$ cat src/rtl/muldiv_unit.sv
// Multi-cycle multiply/divide unit owning the HI/LO registers.
// Iterative restoring divider beside a latency-parametrised multiplier.
module muldiv_unit #(
  parameter int XLEN    = 32,
  parameter int MUL_LAT = 4
) (
  input  logic            clk,
  input  logic            reset,
  input  logic            op_valid,
  output logic            op_ready,
  input  logic [2:0]      op_code,
  input  logic [XLEN-1:0] rs_val,
  input  logic [XLEN-1:0] rt_val,
  input  logic            flush,
  output logic            busy,
  output logic            done,
  output logic [XLEN-1:0] hi,
  output logic [XLEN-1:0] lo
);

  localparam int CW = $clog2(XLEN);

  typedef enum logic [1:0] {
    S_IDLE,
    S_MUL,
    S_DIV,
    S_FIX
  } state_t;

  state_t state_q, state_d;

  logic [CW-1:0]     cnt_q, cnt_d;
  logic [XLEN-1:0]   hi_q, hi_d;
  logic [XLEN-1:0]   lo_q, lo_d;
  logic [2*XLEN-1:0] prod_q, prod_d;
  logic [XLEN-1:0]   quo_q, quo_d;
  logic [XLEN-1:0]   rem_q, rem_d;
  logic [XLEN-1:0]   dvs_q, dvs_d;
  logic [XLEN-1:0]   rsv_q, rsv_d;
  logic              qneg_q, qneg_d;
  logic              rneg_q, rneg_d;
  logic              dz_q, dz_d;
  logic              done_q, done_d;

  logic              accept;
  logic              mul_fin;
  logic              fix_fin;
  logic              is_mul;
  logic              is_div;
  logic              is_mthi;
  logic              is_mtlo;
  logic              sgn;
  logic              a_neg;
  logic              b_neg;
  logic [2*XLEN-1:0] ext_a;
  logic [2*XLEN-1:0] ext_b;
  logic [XLEN:0]     part;
  logic              ge;
  logic [XLEN-1:0]   sub;

  assign is_mul  = op_code[2:1] == 2'b00;
  assign is_div  = op_code[2:1] == 2'b01;
  assign is_mthi = op_code == 3'd4;
  assign is_mtlo = op_code == 3'd5;
  assign sgn     = ~op_code[0];
  assign a_neg   = sgn & rs_val[XLEN-1];
  assign b_neg   = sgn & rt_val[XLEN-1];

  always_ff @(posedge clk) begin
    if (reset) state_q <= S_IDLE;
    else       state_q <= state_d;
  end

  always_comb begin
    state_d = state_q;
    if (flush && state_q != S_IDLE) begin
      state_d = S_IDLE;
    end else begin
      unique case (state_q)
        S_IDLE: begin
          if (accept && is_mul) state_d = S_MUL;
          if (accept && is_div) state_d = S_DIV;
        end
        S_MUL:   if (cnt_q == '0) state_d = S_IDLE;
        S_DIV:   if (cnt_q == '0) state_d = S_FIX;
        S_FIX:   state_d = S_IDLE;
        default: state_d = S_IDLE;
      endcase
    end
  end

  always_comb begin
    busy     = state_q != S_IDLE;
    op_ready = ~busy;
    accept   = op_valid & op_ready & ~flush;
    mul_fin  = (state_q == S_MUL) & (cnt_q == '0) & ~flush;
    fix_fin  = (state_q == S_FIX) & ~flush;
  end

  always_comb begin
    cnt_d  = cnt_q;
    hi_d   = hi_q;
    lo_d   = lo_q;
    prod_d = prod_q;
    quo_d  = quo_q;
    rem_d  = rem_q;
    dvs_d  = dvs_q;
    rsv_d  = rsv_q;
    qneg_d = qneg_q;
    rneg_d = rneg_q;
    dz_d   = dz_q;
    done_d = 1'b0;
    ext_a  = {{XLEN{a_neg}}, rs_val};
    ext_b  = {{XLEN{b_neg}}, rt_val};
    // one restoring step: shift in next dividend bit, subtract if it fits
    part   = {rem_q, quo_q[XLEN-1]};
    ge     = part >= {1'b0, dvs_q};
    sub    = part[XLEN-1:0] - dvs_q;

    if (accept) begin
      unique case (1'b1)
        is_mul: begin
          prod_d = ext_a * ext_b;
          cnt_d  = CW'(MUL_LAT - 1);
        end
        is_div: begin
          quo_d  = a_neg ? -rs_val : rs_val;
          dvs_d  = b_neg ? -rt_val : rt_val;
          rem_d  = '0;
          rsv_d  = rs_val;
          qneg_d = a_neg ^ b_neg;
          rneg_d = a_neg;
          dz_d   = rt_val == '0;
          cnt_d  = CW'(XLEN - 1);
        end
        is_mthi: hi_d = rs_val;
        is_mtlo: lo_d = rs_val;
        default: ;
      endcase
    end

    if (state_q == S_MUL && cnt_q != '0) begin
      cnt_d = cnt_q - 1'b1;
    end

    if (state_q == S_DIV) begin
      cnt_d = cnt_q - 1'b1;
      rem_d = ge ? sub : part[XLEN-1:0];
      quo_d = {quo_q[XLEN-2:0], ge};
    end

    if (mul_fin) begin
      hi_d   = prod_q[2*XLEN-1:XLEN];
      lo_d   = prod_q[XLEN-1:0];
      done_d = 1'b1;
    end

    if (fix_fin) begin
      if (dz_q) begin
        lo_d = '1;
        hi_d = rsv_q;
      end else begin
        lo_d = qneg_q ? -quo_q : quo_q;
        hi_d = rneg_q ? -rem_q : rem_q;
      end
      done_d = 1'b1;
    end
  end

  always_ff @(posedge clk) begin
    if (reset) begin
      cnt_q  <= '0;
      hi_q   <= '0;
      lo_q   <= '0;
      prod_q <= '0;
      quo_q  <= '0;
      rem_q  <= '0;
      dvs_q  <= '0;
      rsv_q  <= '0;
      qneg_q <= 1'b0;
      rneg_q <= 1'b0;
      dz_q   <= 1'b0;
      done_q <= 1'b0;
    end else begin
      cnt_q  <= cnt_d;
      hi_q   <= hi_d;
      lo_q   <= lo_d;
      prod_q <= prod_d;
      quo_q  <= quo_d;
      rem_q  <= rem_d;
      dvs_q  <= dvs_d;
      rsv_q  <= rsv_d;
      qneg_q <= qneg_d;
      rneg_q <= rneg_d;
      dz_q   <= dz_d;
      done_q <= done_d;
    end
  end

  assign done = done_q;
  assign hi   = hi_q;
  assign lo   = lo_q;

endmodule

$ cat config.mk
export PLATFORM = sky130hd
export DESIGN_NAME = muldiv_unit
export DESIGN_NICKNAME = d
export VERILOG_FILES = /design/src/rtl/muldiv_unit.sv
export SDC_FILE = /design/constraint.sdc
export NUM_CORES = 2
export LEC_CHECK = 0
export BUFFER_PORTS_ARGS = -buffer_cell sky130_fd_sc_hd__buf_2
export CAP_MARGIN = 15
export CORE_MARGIN = 1
export CORE_UTILIZATION = 32
export CTS_CLUSTER_DIAMETER = 200
export DETAILED_ROUTE_END_ITERATION = 8
export GPL_TIMING_DRIVEN = 0
export SLEW_MARGIN = 5
export SYNTH_ARGS = -nofsm -noshare
export SYNTH_HDL_FRONTEND = slang
export SYNTH_SLANG_ARGS = --single-unit
$ cat constraint.sdc
create_clock -name clk -period 10.3 [get_ports clk]
set_input_delay 1.545 -clock clk [delete_from_list [all_inputs] [get_ports clk]]
set_output_delay 1.545 -clock clk [all_outputs]
set_load 0.02 [all_outputs]
Word level (Yosys, flattened, before mapping)
Cells that the tools add are included.
Storage, ports and cells
  input bits: 71
  output and inout port bits: 67
  bits in registers: 267
  word-level logic and storage cells: 98
Operators by class
  add/subtract/negate cells: 6
  multipliers: 1
  $lt $le $gt $ge: 1
  mux-type cells: 32
  eq/ne operators: 9
  reduce and logical (&&, ||, !) cells: 25
  bitwise gates (word level): 11
Operators by type and width (number)
  two-way mux 32 bit: 21
  negation 32 bit: 4
  multiplier 33 x 33 -> 64 bit: 1
  greater-or-equal comparator 33 x 32 -> 1 bit: 1
  logical NOT 32 bit: 1
  subtractor 32 bit: 1
  two-way mux 5 bit: 3
  AND reduction 2 bit: 6
  nonzero test 3 bit: 4
  case mux 5 bit (2 select lines): 1
  two-way mux 2 bit: 4
  case mux 2 bit (4 select lines): 1
  bitwise AND 1 bit: 7
  == test 3 bit (second input constant): 2
  nonzero test 2 bit: 3
  logical NOT 5 bit: 1
  nonzero test 5 bit: 1
  subtractor 5 x 1 -> 5 bit (second input constant): 1
  == test 2 x 1 -> 1 bit (second input constant): 2
  == test 2 bit (second input constant): 2
  logical AND 1 bit: 4
  logical NOT 2 bit: 2
  inequality test 2 bit (second input constant): 2
  nonzero test 4 bit: 1
  other kinds (6): 9

Longest topological paths before layout
  word-level depth: 8
  mapped depth: 32
  mapped depth without buffers: 28

Worst setup path after synthesis
No wires, ideal clock.
  path kind: input port to flip-flop
  from: in rs_val[31]
  to: reg prod_q[60]
  data required time: 10168 ps
  path buffers: 4
  data arrival time: 9507 ps
  library setup time: 132 ps
  path slack: 661 ps
  stages: 30
  cell sequence: clkbuf_1 nor2b_1 clkbuf_1 buf_1 nand2_1 inv_1 fa_1 inv_1 fa_1 inv_1 fa_1 fa_1 inv_1 fa_1 fa_1 fa_1 fa_1 inv_1 ha_1 clkbuf_1 nand4_1 nor3_1 a221oi_1 o21ai_0 or3_1 o21ai_0 nand2_1 a21oi_1 mux2i_1 a21oi_1
On the way
  longest elaborated chain between the ends: 2
RTL lines
  start, declared: RTL line 12  | input logic [XLEN-1:0] rs_val,
  bitwise AND 1 bit: RTL line 66  | assign a_neg = sgn & rs_val[XLEN-1];
  multiplier 33 x 33 -> 64 bit (*): RTL line 123  | prod_d = ext_a * ext_b;
  end signal, assigned: RTL line 188  | prod_q <= prod_d;
  end, declared: RTL line 35  | logic [2*XLEN-1:0] prod_q, prod_d;
Mark *: on every way between the ends. The rest lies on a longest branch, timed or not.
A chain may end at the register's enable or synchronous reset.

Worst setup path after layout
  from: in rt_val[5]
  to: reg prod_q[60]
On the way
  longest elaborated chain between the ends: 1
RTL lines
  start, declared: RTL line 13  | input logic [XLEN-1:0] rt_val,
  multiplier 33 x 33 -> 64 bit: RTL line 123
No other way between the ends.

==> qor.csv <==
stage,metric,value,unit
yosys,synth-edff-count,0,
critical_path,cp_slowest_cell,fa_2,
yosys,ys_seq_area_share,10.06,%
layout,layout.nets,7794,
layout,final_cell_mix,"inv_1, fa_1, nand2_1",
sta,slew_headroom,11.48,%
sta,period_share,97.98,%
critical_path,path_common_cell,fa_1,
yosys,synth-seq-cells,267,
yosys,syn_area,53110,µm²
routing,ant_nets,0,
global_routing,grt_pass1_vias,47600,
clock_tree,clkLatencyLatePin,0.60,ns
critical_path,worstPathRequired,10.73,ns
clock_tree,clock-root-buffer,clkbuf_16,
routing,firstDrtPassIters,7,
layout,final_common_cell,inv_1,
yosys,synth_ff_type,dfxtp_1,
layout,drive_gt1_share,4.897,%
routing,wl_per_cell,26.45,µm
routing,via_per_inst,5.316,
yosys,syn_nets,7670,
critical_path,r2r_slack,6.47,ns
global_routing,grt_max_degree,18,
yosys,syn-instance-count,6224,
critical_path,crit_fanout,10,
worst_hold_path,hp-start,hi[25],
floorplanning,start_util,32.23,%
global_routing,antenna_found_initial,28,
sta,rsz0062_at_grt,false,
sta,setup_viol,0,
yosys,async_reset_ff_share,0,%
global_routing,gr-total-overflow,0,
sta,drv_slew,0,
sta,finalSetupTns,0,ns
routing,drc,0,
run,drv_cap,0,
clock_tree,clock-sinks,267,
critical_path,rr_startpoint,cnt_q[0],
placed_design,dpl.hpwl,187800,µm
critical_path,path_class,in2reg,
floorplanning,rows,149,
worst_hold_path,hold_class,reg2reg,
placed_design,routabilityCongestion,1.007,
placed_design,portBuffers,102,
routing,drt_iter0_drc,4427,
sta,worstMarginPinSlew,1.328,ns
yosys,synth_cell_types,77,
critical_path,worstRegToRegCells,11,
yosys,synth_area_leaders,"fa_1, dfxtp_1, inv_1",
clock_tree,clock_path_buffers,3,
floorplanning,boundaryPins,138,
floorplanning,die_x,409.4,µm
floorplanning,die_h,409.4,µm
sta,skew,0.02938,ns
critical_path,reg2reg_to,hi[22],
critical_path,max_stage_delay,0.68,ns
worst_hold_path,holdPathStages,2,
critical_path,critPathLaunchType,primary input,
critical_path,end_kind,flop,
yosys,synth_top_area_cell,fa_1,
routing,totalWireLength,226900,µm
global_routing,grt_pass1_wl,327900,µm
sta,finalCriticalPeriod,10.09,ns
yosys,syn_area_per_cell,8.533,µm²
status,outcome,"complete, no violations",
clock_tree,cts_tree,yes,
floorplanning,core,164800,µm²
yosys,yosys.area.top_type_share,42.44,%
clock_tree,clk_pin_slew,0.07,ns
sta,hold_viol_final,0,
clock_tree,h-tree-depth,1,
sta,fmax,0.09909,GHz
worst_hold_path,whs_endpoint,hi[25],
routing,num_vias,45590,
critical_path,worstPathArrival,10.52,ns
global_routing,track_usage,26.97,%
floorplanning,die_area,167600,µm²
clock_tree,numCtsBuffers,30,
layout,area_growth,8.938,%
yosys,yosys_warnings,0,
[registers in the layout, summed over array words and instances, names as in the netlist]
name	flops
quo_q	32
cnt_q	5
rsv_q	32
dvs_q	32
dz_q	1
prod_q	64
rneg_q	1
qneg_q	1
hi	32
rem_q	32
done	1
state_q	2
lo	32
[critical path: cells and delay by family]
| family | cells | cell delay (ns) |
|---|---|---|
| compound gates | 7 | 1.55 |
| fa+ha+maj | 9 | 4.78 |
| buf+inv | 7 | 1.69 |
| mux | 1 | 0.24 |
| simple gates | 3 | 0.69 |
[metal layers]
| metal | share of wire (%) | global-route usage [%] |
|---|---|---|
| met5 | 0.058 | 0 |
| met4 | 6.1 | 13.70 |
| met3 | 10 | 5.952 |
| met2 | 45 | 43.09 |
| met1 | 38 | 34.17 |
[repair_timing]
item | CTS | global route
pin swaps | 1 | 0
resized for setup | 43 | 234
setup endpoints to repair | 28 | 18
cloned | 0 | 0
hold buffers | 0 | 0
buffers inserted | 4 | 0
hold endpoints to repair | 0 | 0
[worst max path at each step]
stage / from / to / slack (ns) / cells after the start
5_1_grt: rs_val[18] / prod_q[63] / 0.0007 / 28
6_report: rt_val[5] / prod_q[60] / 0.21 / 27
3_3_place_gp: rs_val[31] / prod_q[58] / -2.54 / 28
2_1_floorplan: rs_val[31] / prod_q[60] / 0.66 / 30
3_5_place_dp: rs_val[31] / prod_q[58] / -2.63 / 29
4_1_cts: rs_val[16] / prod_q[63] / 0.009 / 27
[area by class of cell]
cell class,instances,area (µm²)
sequential,267,5345
inverter,1156,4350
clock inverter,14,180.2
multi-input combinational,4383,41940
buffer,393,1724
timing repair buffer,117,695.7
tap,2189,2739
fill,17290,106900
antenna,16,40.04
clock buffer,41,842.1
[cell usage after synthesis, types with 5 or more instances]
master,count
and3_1,9
a31oi_1,21
nand4_1,20
o21bai_1,15
o41ai_1,14
a311oi_1,15
a21o_1,48
buf_1,66
nor2_1,240
nand2b_1,24
dfxtp_1,267
nand3b_1,7
fa_1,1126
or4_1,13
and2_1,355
nand3_1,39
or3_1,24
o211ai_1,8
nor3_1,57
a211oi_1,91
o21a_1,12
nand2_1,1089
clkbuf_1,347
o21ai_0,134
buf_2,5
nor4_1,13
inv_1,1156
nor2b_1,28
mux2i_1,33
xor2_1,108
o31ai_1,34
xnor2_1,98
o21ai_1,6
or2_2,6
a21oi_1,308
ha_1,249
a22oi_1,29
a221oi_1,34
[logic make-up after synthesis]
logic type	share of synthesized area (%)
multiplexers	0.6431
XOR/XNOR	3.397
buffers and inverters	11.14
AND/OR/NAND/NOR	16.73
flip-flops	10.06
AO/OA/AOI/OAI	9.725
adder cells (fa/ha/maj)	48.31
[stage by stage]
| step | worst slack (ns) | area, µm² | cells | hold slack [ns] | utilization, % |
|---|---|---|---|---|---|
| 3_5_place_dp | -2.625 | 56510 | 8525 | 0.4455 | 34.29 |
| 2_1_floorplan | 0.6608 | 53110 | 6224 | 0.4311 | - |
| 6_report | 0.2084 | 57860 | 8576 | 0.4501 | 35.11 |
| 3_3_place_gp | -2.540 | 56360 | 8515 | 0.4389 | 34.20 |
| 5_1_grt | 0.0007141 | 57820 | 8562 | 0.4711 | 35.09 |
| 4_1_cts | 0.009329 | 57640 | 8574 | 0.4528 | 34.98 |
Power is left out: the tool's default activity adds up to more than one toggle a clock period on the data nets, which glitch-free logic cannot reach.
